## src/rtl/mii_tx_arbiter_if.sv

```systemverilog
// mii_tx_arbiter_if: requester lanes, PHY-side MII transmit signals and grant status of the arbiter
interface mii_tx_arbiter_if;
    logic [3:0]  req;
    logic [3:0]  req_TX_EN;
    logic [3:0]  req_TX_ER;
    logic [15:0] req_TXD;
    logic        COL;
    logic [3:0]  grant;
    logic [3:0]  req_COL;
    logic        TX_EN;
    logic        TX_ER;
    logic [3:0]  TXD;
    logic [1:0]  cur_id;
    logic        jabber;
    modport master (
        output req, req_TX_EN, req_TX_ER, req_TXD, COL,
        input  grant, req_COL, TX_EN, TX_ER, TXD, cur_id, jabber
    );
    modport slave (
        input  req, req_TX_EN, req_TX_ER, req_TXD, COL,
        output grant, req_COL, TX_EN, TX_ER, TXD, cur_id, jabber
    );
endinterface

```

## src/rtl/mii_tx_arbiter.sv

```systemverilog
// mii_tx_arbiter: round-robin sharing of one MII transmit port with grant timeout, jabber abort and IPG
module mii_tx_arbiter #(
    parameter int N_REQ       = 4,
    parameter int TO_TIMER    = 32,
    parameter int IPG_NIBBLES = 24,
    parameter int MAX_NIBBLES = 3072
) (
    input logic            TX_CLK,
    input logic            reset,
    mii_tx_arbiter_if.slave bus
);
    localparam int CM0  = TO_TIMER > IPG_NIBBLES ? TO_TIMER : IPG_NIBBLES;
    localparam int CMAX = CM0 > MAX_NIBBLES ? CM0 : MAX_NIBBLES;
    localparam int CW   = CMAX > 2 ? $clog2(CMAX) : 1;

    typedef enum logic [1:0] {S_IDLE, S_WAIT, S_XMIT, S_IPG} state_t;

    state_t           r_state, w_next;
    logic [N_REQ-1:0] r_grant, w_grant;
    logic [1:0]       r_cur_id, w_cur_id, r_ptr, w_ptr, w_sel;
    logic [CW-1:0]    r_cnt, w_cnt;
    logic             r_tx_en, w_tx_en, r_tx_er, w_tx_er, r_jabber, w_jabber;
    logic [3:0]       r_txd, w_txd;
    logic             w_lane_en, w_lane_er, w_lane_req, w_any, w_to, w_jab, w_ipg_done;
    logic [3:0]       w_lane_txd;

    assign w_lane_en  = bus.req_TX_EN[r_cur_id];
    assign w_lane_er  = bus.req_TX_ER[r_cur_id];
    assign w_lane_req = bus.req[r_cur_id];
    assign w_lane_txd = bus.req_TXD[{r_cur_id, 2'b00} +: 4];
    assign w_any      = |bus.req;
    assign w_to       = r_cnt == CW'(TO_TIMER - 1);
    assign w_jab      = r_cnt == CW'(MAX_NIBBLES - 1);
    assign w_ipg_done = r_cnt == CW'(IPG_NIBBLES - 1);

    assign bus.grant   = r_grant;
    assign bus.req_COL = {N_REQ{bus.COL}} & r_grant;
    assign bus.TX_EN   = r_tx_en;
    assign bus.TX_ER   = r_tx_er;
    assign bus.TXD     = r_txd;
    assign bus.cur_id  = r_cur_id;
    assign bus.jabber  = r_jabber;

    // first requester at or above the rotating pointer, wrapping past the top lane
    always_comb begin
        w_sel = r_ptr;
        for (int i = N_REQ - 1; i >= 0; i--)
            if (bus.req[r_ptr + 2'(i)]) w_sel = r_ptr + 2'(i);
    end

    // state register
    always_ff @(posedge TX_CLK or posedge reset) begin
        if (reset) r_state <= S_IDLE;
        else       r_state <= w_next;
    end

    // next-state: TX_EN of the granted lane outranks a dropped request or timeout while waiting
    always_comb begin
        w_next = r_state;
        case (r_state)
            S_IDLE:  w_next = w_any ? S_WAIT : S_IDLE;
            S_WAIT:  w_next = w_lane_en ? S_XMIT : (!w_lane_req || w_to) ? S_IDLE : S_WAIT;
            S_XMIT:  w_next = (!w_lane_en || w_jab) ? S_IPG : S_XMIT;
            default: w_next = w_ipg_done ? S_IDLE : S_IPG;
        endcase
    end

    // next register values: one shared counter serves as grant timer, nibble count and gap count
    always_comb begin
        w_grant  = r_grant;
        w_cur_id = r_cur_id;
        w_ptr    = r_ptr;
        w_cnt    = r_cnt;
        w_tx_en  = 1'b0;
        w_tx_er  = 1'b0;
        w_txd    = 4'd0;
        w_jabber = 1'b0;
        case (r_state)
            S_IDLE: if (w_any) begin
                w_grant  = N_REQ'(1) << w_sel;
                w_cur_id = w_sel;
                w_cnt    = '0;
            end
            S_WAIT: if (w_lane_en) begin
                w_tx_en = 1'b1;
                w_tx_er = w_lane_er;
                w_txd   = w_lane_txd;
                w_cnt   = '0;
            end else if (!w_lane_req || w_to) begin
                w_grant = '0;
                w_ptr   = r_cur_id + 2'd1;
                w_cnt   = '0;
            end else begin
                w_cnt = r_cnt + 1'b1;
            end
            S_XMIT: if (!w_lane_en || w_jab) begin
                w_grant  = '0;
                w_ptr    = r_cur_id + 2'd1;
                w_cnt    = '0;
                w_tx_er  = w_lane_en;
                w_jabber = w_lane_en;
            end else begin
                w_tx_en = 1'b1;
                w_tx_er = w_lane_er;
                w_txd   = w_lane_txd;
                w_cnt   = r_cnt + 1'b1;
            end
            default: w_cnt = w_ipg_done ? '0 : r_cnt + 1'b1;
        endcase
    end

    // datapath and output registers
    always_ff @(posedge TX_CLK or posedge reset) begin
        if (reset) begin
            r_grant  <= '0;
            r_cur_id <= 2'd0;
            r_ptr    <= 2'd0;
            r_cnt    <= '0;
            r_tx_en  <= 1'b0;
            r_tx_er  <= 1'b0;
            r_txd    <= 4'd0;
            r_jabber <= 1'b0;
        end else begin
            r_grant  <= w_grant;
            r_cur_id <= w_cur_id;
            r_ptr    <= w_ptr;
            r_cnt    <= w_cnt;
            r_tx_en  <= w_tx_en;
            r_tx_er  <= w_tx_er;
            r_txd    <= w_txd;
            r_jabber <= w_jabber;
        end
    end
endmodule

```

## src/flat_wrapper.sv

```systemverilog
// flat-port wrapper written by rule: the top's interface ports become plain ports
module mii_tx_arbiter_flat 
#(
    parameter int N_REQ       = 4,
    parameter int TO_TIMER    = 32,
    parameter int IPG_NIBBLES = 24,
    parameter int MAX_NIBBLES = 3072
)
  (TX_CLK, reset, bus_req, bus_req_TX_EN, bus_req_TX_ER, bus_req_TXD, bus_COL, bus_grant, bus_req_COL, bus_TX_EN, bus_TX_ER, bus_TXD, bus_cur_id, bus_jabber);
  mii_tx_arbiter_if bus_i ();
  input logic TX_CLK;
  input logic reset;
  input wire logic [$bits(bus_i.req)-1:0] bus_req;
  input wire logic [$bits(bus_i.req_TX_EN)-1:0] bus_req_TX_EN;
  input wire logic [$bits(bus_i.req_TX_ER)-1:0] bus_req_TX_ER;
  input wire logic [$bits(bus_i.req_TXD)-1:0] bus_req_TXD;
  input wire logic [$bits(bus_i.COL)-1:0] bus_COL;
  output wire logic [$bits(bus_i.grant)-1:0] bus_grant;
  output wire logic [$bits(bus_i.req_COL)-1:0] bus_req_COL;
  output wire logic [$bits(bus_i.TX_EN)-1:0] bus_TX_EN;
  output wire logic [$bits(bus_i.TX_ER)-1:0] bus_TX_ER;
  output wire logic [$bits(bus_i.TXD)-1:0] bus_TXD;
  output wire logic [$bits(bus_i.cur_id)-1:0] bus_cur_id;
  output wire logic [$bits(bus_i.jabber)-1:0] bus_jabber;
  assign bus_i.req = bus_req;
  assign bus_i.req_TX_EN = bus_req_TX_EN;
  assign bus_i.req_TX_ER = bus_req_TX_ER;
  assign bus_i.req_TXD = bus_req_TXD;
  assign bus_i.COL = bus_COL;
  assign bus_grant = bus_i.grant;
  assign bus_req_COL = bus_i.req_COL;
  assign bus_TX_EN = bus_i.TX_EN;
  assign bus_TX_ER = bus_i.TX_ER;
  assign bus_TXD = bus_i.TXD;
  assign bus_cur_id = bus_i.cur_id;
  assign bus_jabber = bus_i.jabber;
  mii_tx_arbiter #(.N_REQ(N_REQ), .TO_TIMER(TO_TIMER), .IPG_NIBBLES(IPG_NIBBLES), .MAX_NIBBLES(MAX_NIBBLES)) u_core (.TX_CLK(TX_CLK), .reset(reset), .bus(bus_i));
endmodule
```

## config.mk

```make
export PLATFORM = sky130hd
export DESIGN_NAME = mii_tx_arbiter_flat
export DESIGN_NICKNAME = d
export VERILOG_FILES = /design/src/rtl/mii_tx_arbiter_if.sv /design/src/rtl/mii_tx_arbiter.sv /design/src/flat_wrapper.sv
export SDC_FILE = /design/constraint.sdc
export NUM_CORES = 1
export LEC_CHECK = 0
export CAP_MARGIN = 25
export CELL_PAD_IN_SITES_DETAIL_PLACEMENT = 2
export CELL_PAD_IN_SITES_GLOBAL_PLACEMENT = 2
export CORE_ASPECT_RATIO = 0.7
export CORE_MARGIN = 2
export CORE_UTILIZATION = 32
export DETAILED_ROUTE_END_ITERATION = 16
export PLACE_DENSITY = 0.85
export SETUP_SLACK_MARGIN = 0.02
export SYNTH_ARGS = -nofsm -noshare
export SYNTH_HDL_FRONTEND = slang
export SYNTH_SLANG_ARGS = --single-unit
```

## constraint.sdc

```tcl
create_clock -name TX_CLK -period 2.7 [get_ports TX_CLK]
set_input_delay 0.54 -clock TX_CLK [delete_from_list [all_inputs] [get_ports TX_CLK]]
set_output_delay 0.54 -clock TX_CLK [all_outputs]
set_load 0.02 [all_outputs]
```

## Yosys cells after proc, flatten, opt, wreduce, memory -nomap -nowiden

Index checks and enable logic that the tools add are counted.

| cells by class | value |
|---|---|
| div/mod/pow operators | 0 |
| multipliers | 0 |
| add/subtract/negate cells | 5 |
| bitwise gates (word level) | 1 |
| reductions and logical operators | 11 |
| shifts and indexed selects | 2 |
| eq/ne operators | 9 |
| $lt $le $gt $ge | 5 |
| mux-type cells | 50 |

Operator list:

| cell | count |
|---|---|
| $mux W12 | 5 |
| $pmux W12 S3 | 1 |
| $eq A12 B5 Y1 const B | 2 |
| $mux W4 | 6 |
| $mux W2 | 9 |
| $mux W1 | 16 |
| $shiftx A16 B5 Y4 | 1 |
| $lt A2 B3 Y1 const B | 5 |
| $bmux W1 S2 | 7 |
| $add A12 B1 Y12 const B | 1 |
| $eq A12 B12 Y1 const B | 1 |
| $pmux W4 S3 | 1 |
| $pmux W4 S2 | 1 |
| $ne A2 B1 Y1 const B | 3 |
| $pmux W2 S3 | 1 |
| $reduce_and A5 Y1 | 1 |
| $add A2 B1 Y2 const B | 2 |
| $add A2 B2 Y2 const B | 2 |
| $and A4 B4 Y4 | 1 |
| $pmux W1 S2 | 2 |
| $pmux W2 S2 | 1 |
| $reduce_and A4 Y1 | 1 |
| $reduce_or A4 Y1 | 1 |
| $shl A1 B2 Y4 const A | 1 |
| 9 further kinds | 11 |

| storage, ports and cells | value |
|---|---|
| register bits after elaboration | 29 |
| input bits | 31 |
| output and inout bits | 17 |
| memories | 0 |
| bits in latches | 0 |
| RAM bits | 0 |
| bits in read-only memories | 0 |

## Longest topological paths before layout

| logic depth | value |
|---|---|
| depth in word-level cells | 10 |
| depth in mapped cells | 7 |

## Worst setup path before layout

No wires, ideal clock.

| timing path | value |
|---|---|
| path type | reg2reg |
| start | register u_core.r_cur_id[0] (netlist: u_core.bus.cur_id[0]) |
| end | register u_core.r_cnt[10] |
| cell stages (with the launch flop) | 8 |
| required time | 2,581 ps |
| arrival | 1,826 ps |
| clock period less this slack | 1,945 ps |
| setup slack | 755 ps |
| cells stage by stage | dfrtp_1 buf_6 mux4_2 nand2_2 o21ai_2 a211oi_4 buf_6 nor2_2 |

| between the ends | value |
|---|---|
| cells in the longest elaborated chain, start to end | 7 |
| elaborated cells between the ends (all ways) | 12 |
| those cells by class | 8 x mux; 4 x reduce/logical |

Ends and longest elaborated chain:

| item | line | source |
|---|---|---|
| from (decl) | mii_tx_arbiter.sv:20 | `logic [1:0] r_cur_id, w_cur_id, r_ptr, w_ptr, w_sel;` |
| from (signal assigned) | mii_tx_arbiter.sv:125 | `r_cur_id <= w_cur_id;` |
| $bmux W1 S2 | mii_tx_arbiter.sv:29 | `assign w_lane_req = bus.req[r_cur_id];` |
| $mux W1 (implied by the code) | mii_tx_arbiter.sv:29 |  |
| $logic_not A1 Y1 | mii_tx_arbiter.sv:89 | `end else if (!w_lane_req \|\| w_to) begin` |
| $logic_or A1 B1 Y1 | mii_tx_arbiter.sv:89 |  |
| $mux W12 | mii_tx_arbiter.sv:89 |  |
| $mux W12 | mii_tx_arbiter.sv:84 | `S_WAIT: if (w_lane_en) begin` |
| $pmux W12 S3 (*) | mii_tx_arbiter.sv:78 | `case (r_state)` |
| to (signal assigned) | mii_tx_arbiter.sv:127 | `r_cnt <= w_cnt;` |
| to (decl) | mii_tx_arbiter.sv:21 | `logic [CW-1:0] r_cnt, w_cnt;` |

Every way passes the cells marked *; elsewhere a longest branch is shown, timed or not. The select of a mux whose other input is x is not followed.
A chain may end at the register's enable or synchronous reset.

## Worst setup path in the final report

| timing path | value |
|---|---|
| start | input port bus_COL |
| end | output port bus_req_COL[2] |

| between the ends | value |
|---|---|
| cells in the longest elaborated chain, start to end | 1 |

Ends and longest elaborated chain:

| item | line | source |
|---|---|---|
| from (decl) | flat_wrapper.sv:17 | `input wire logic [$bits(bus_i.COL)-1:0] bus_COL;` |
| $and A4 B4 Y4 | mii_tx_arbiter.sv:37 | `assign bus.req_COL = {N_REQ{bus.COL}} & r_grant;` |
| to (decl) | flat_wrapper.sv:19 | `output wire logic [$bits(bus_i.req_COL)-1:0] bus_req_COL;` |

No other way between the ends.

==> metrics.md <==
| Metric | Value |
|---|---|
| Synth async-reset ratio | 100% |
| Crit. End Element | primary output |
| IO Port Bufs | 47 |
| Initial DRC Count | 56 |
| Status | complete, no violations |
| Total GRT Usage | 21.2% |
| DIE WIDTH | 93.4 µm |
| Vert. Die Dim | 66.6 µm |
| Total number of vias | 1531 |
| Worst slew pin tran | 0.450 ns |
| CP bufs+invs | 2 |
| FF+latch count, synth | 29 |
| Routed Antenna Nets | 0 |
| Final TNS setup | 0 ns |
| Post-DP HPWL | 4.40 mm |
| Clk root buf | clkbuf_8 |
| Post-Synthesis Cells | 163 |
| Maximum VDD drop | 0.395 mV |
| Clock tree buffer depth | 2 |
| Register area share after synthesis | 40.6% |
| Final Hold Fails | 0 |
| Lkg Pwr | 1.05 nW |
| Gr ovfl total | 0 |
| CTS tree | done |
| CP max stage delay | 0.60 ns |
| Post-synth EDFFs | 0 |
| Layout cells sized above 1 | 18.2% |
| Die Area | 6220 µm² |
| Fin crit share | 86.2% |
| Slew Limit Fails | 0 |
| Vias per cell | 5.24 |
| FF-to-FF Start | u_core.bus.cur_id[0] |
| Clock Latency Late Sink | 0.28 ns |
| Top cell type's share of synthesized area | 40.6% |
| Synth area leaders | dfrtp_1 (41%), mux4_1 (7.3%), xor2_1 (3.9%) |
| Highest Clock Rate | 430 MHz |
| Crit start category | input pin |
| Top delay family on crit path | buffers and inverters |
| WL per Instance | 19.5 µm |
| TritonCTS Buffers | 5 |
| Worst Hold Class | reg -> reg |
| Starting Density | 33.7% |
| Critical Path Source | bus_COL |
| Req. time, crit path | 2.16 ns |
| Critical path class | in -> out |
| # IOs | 48 |
| Area delta synth->final | 37.0% |
| R2R depth | 6 |
| Syn_nets | 199 |
| 1st-pass router iterations | 4 |
| DR DRC count | 0 |
| Power Total | 2.26 mW |
| Crit path arrival time | 1.79 ns |
| Multi-input combinational cell area | 1010 µm² |
| RSZ-0062 raised after global routing | no |
| FF-to-FF setup slack | 0.59 ns |
| Routed wire length | 5.69 mm |
| Leading area contributor after synthesis | dfrtp_1 |
| Top FF cell, synth | dfrtp_1 |
| Reg clk slew, reported paths | 0.07 ns |
| Clock skew | 0.00785 ns |
| Std-Cell Rows | 22 |
| Worst rel slew slack | 70.0% |
| Final #Nets | 256 |
| Post-CTS Hold Buffers | 0 |
| Setup violators final | 0 |
| CP dominant cell by count | clkdlybuf4s50_1 |
| CP max stage cell | clkdlybuf4s50_1 |
| Maxcap violations | 0 |
| H-tree Lvls | 2 |
| Post-CTS setup buffers | 0 |
| CP endpoint | bus_req_COL[2] |
| Core area | 5310 µm² |
| Cell Chain, Critical Path | clkdlybuf4s50_1, and2_1, clkdlybuf4s50_1 |
| Fin crit period | 2.33 ns |
| Crit path depth | 3 |
| First-pass GRT wire length | 9.80 mm |
| Initial antenna violation count | 0 |
| Antenna cell count | 0 |
| Warnings from Yosys | 0 |
| Reg-to-reg critical path endpoint | u_core.r_cnt[3] |
| Fill cell count | 555 |
| CP max FO | 4 |
| Clk sink count | 29 |
| FF/Latch Area | 726 µm² |
| Power Dens Cells | 920 nW/µm² |
| Synth unique cells | 47 |
| CTS resizes | 0 |
| Vias in the first global route | 1821 |
| Pin count of the biggest net entering global routing | 30 |
| Synthesized area per cell | 11.0 µm² |
| RD Place Congestion | 0.790 |
| Post-synthesis instance area | 1790 µm² |
-- synthesized netlist by cell type (all sizes together), types with 3 or more instances --
cell type and instances:
dfrtp 29, nand2 14, nor2 13, xor2 8
mux4 7, o21ai 7, a21oi 6, and2 6
inv 6, mux2 6, nor2b 6, ha 5
nand3 5, nor3 5, nand4 4, and3 3
buf 3, nor3b 3, nor4 3
-- cells in the final DEF (no fill, tap or decap), drive strengths merged, types with 4 or more instances in the layout --
master         Yosys  routed
mux4               7       7
a21oi              6       6
nand3              5       5
nor3               5       5
nand2             14      14
xor2               8       8
inv                6       6
ha                 5       5
mux2               6       6
clkdlybuf4s50      0      47
nor2b              6       6
buf                3       6
clkbuf             0       7
dfrtp             29      29
nand4              4       4
o21ai              7       7
and2               6       6
nor2              13      13
-- final cells by class --
type / instances / area share, %
flip-flops and latches: 29 / 29.6
multi-input cells: 125 / 41.2
clock buffers: 7 / 3.52
well taps: 72 / 3.68
inverters: 6 / 0.919
repair buffers: 53 / 21.0
-- worst register-to-register path, delay by kind of cell (launching register included) --
kind,cells,cell delay [ns]
multiplexers,1,0.67
buffers and inverters,1,0.26
AND/OR/NAND/NOR,2,0.22
flip-flops,1,0.53
AO/OA/AOI/OAI,2,0.28
-- logic make-up (layout without fill, tap and decap cells) --
kind of cell | after synthesis | after routing | share of synthesized area [%]
and+or+nand+nor | 70 | 70 | 23.4
AOI/OAI and AO/OA | 26 | 26 | 10.6
buffers and inverters | 9 | 66 | 2.94
DFF | 29 | 29 | 40.6
adders and majority gates | 5 | 5 | 3.50
muxes | 14 | 14 | 14.2
xor gates and xnor gates | 10 | 10 | 4.90
-- metrics by stage --
step	cells	utilization [%]	area [µm²]	hold WS (ns)	setup WS, ns
after CTS	292	46.1	2450	0.538	0.360
after global placement	285	44.5	2360	0.501	0.269
after detailed placement	285	44.5	2360	0.523	0.187
after global routing	292	46.1	2450	0.564	0.297
after floorplan	163	-	1790	0.522	0.755
final	292	46.1	2450	0.532	0.373
-- report_power, final --
group          internal (mW)  leakage (nW)  total, mW  switching (mW)
Combinational          0.562         0.616       1.22           0.662
Sequential             0.541         0.386      0.664           0.123
Clock                  0.202        0.0443      0.368           0.166
Total                   1.30          1.05       2.26           0.951
-- how the worst min path moves through the flow --
| stage | cells after the start | to | slack (ns) | start |
|---|---|---|---|---|
| after floorplan | 2 | u_core.r_cnt[7] | 0.52 | u_core.r_cnt[7] |
| after global placement | 1 | u_core.bus.grant[2] | 0.50 | u_core.bus.grant[2] |
| after detailed placement | 1 | u_core.bus.grant[3] | 0.52 | u_core.bus.grant[3] |
| after CTS | 1 | u_core.bus.grant[2] | 0.54 | u_core.bus.grant[2] |
| after global routing | 1 | u_core.bus.grant[3] | 0.56 | u_core.bus.grant[3] |
| final | 1 | u_core.bus.grant[2] | 0.53 | u_core.bus.grant[2] |
-- flip-flops by register name, indices dropped and copies added, names as in the netlist --
name,cells
u_core.r_ptr,2
u_core.bus.TX_ER,1
u_core.bus.TX_EN,1
u_core.bus.TXD,4
u_core.r_state,2
u_core.r_cnt,12
u_core.bus.cur_id,2
u_core.bus.grant,4
u_core.bus.jabber,1
-- metal layers --
metal  vias to the layer above  wire length (µm)  global-route usage (%)
li1                        713                 -                       -
met1                       791              2550                    26.3
met2                        21              2950                    37.7
met3                         6               107                    3.17
met4                         0                85                    7.54
met5                         -                 0                       0
(Power assumes the default switching activity.)
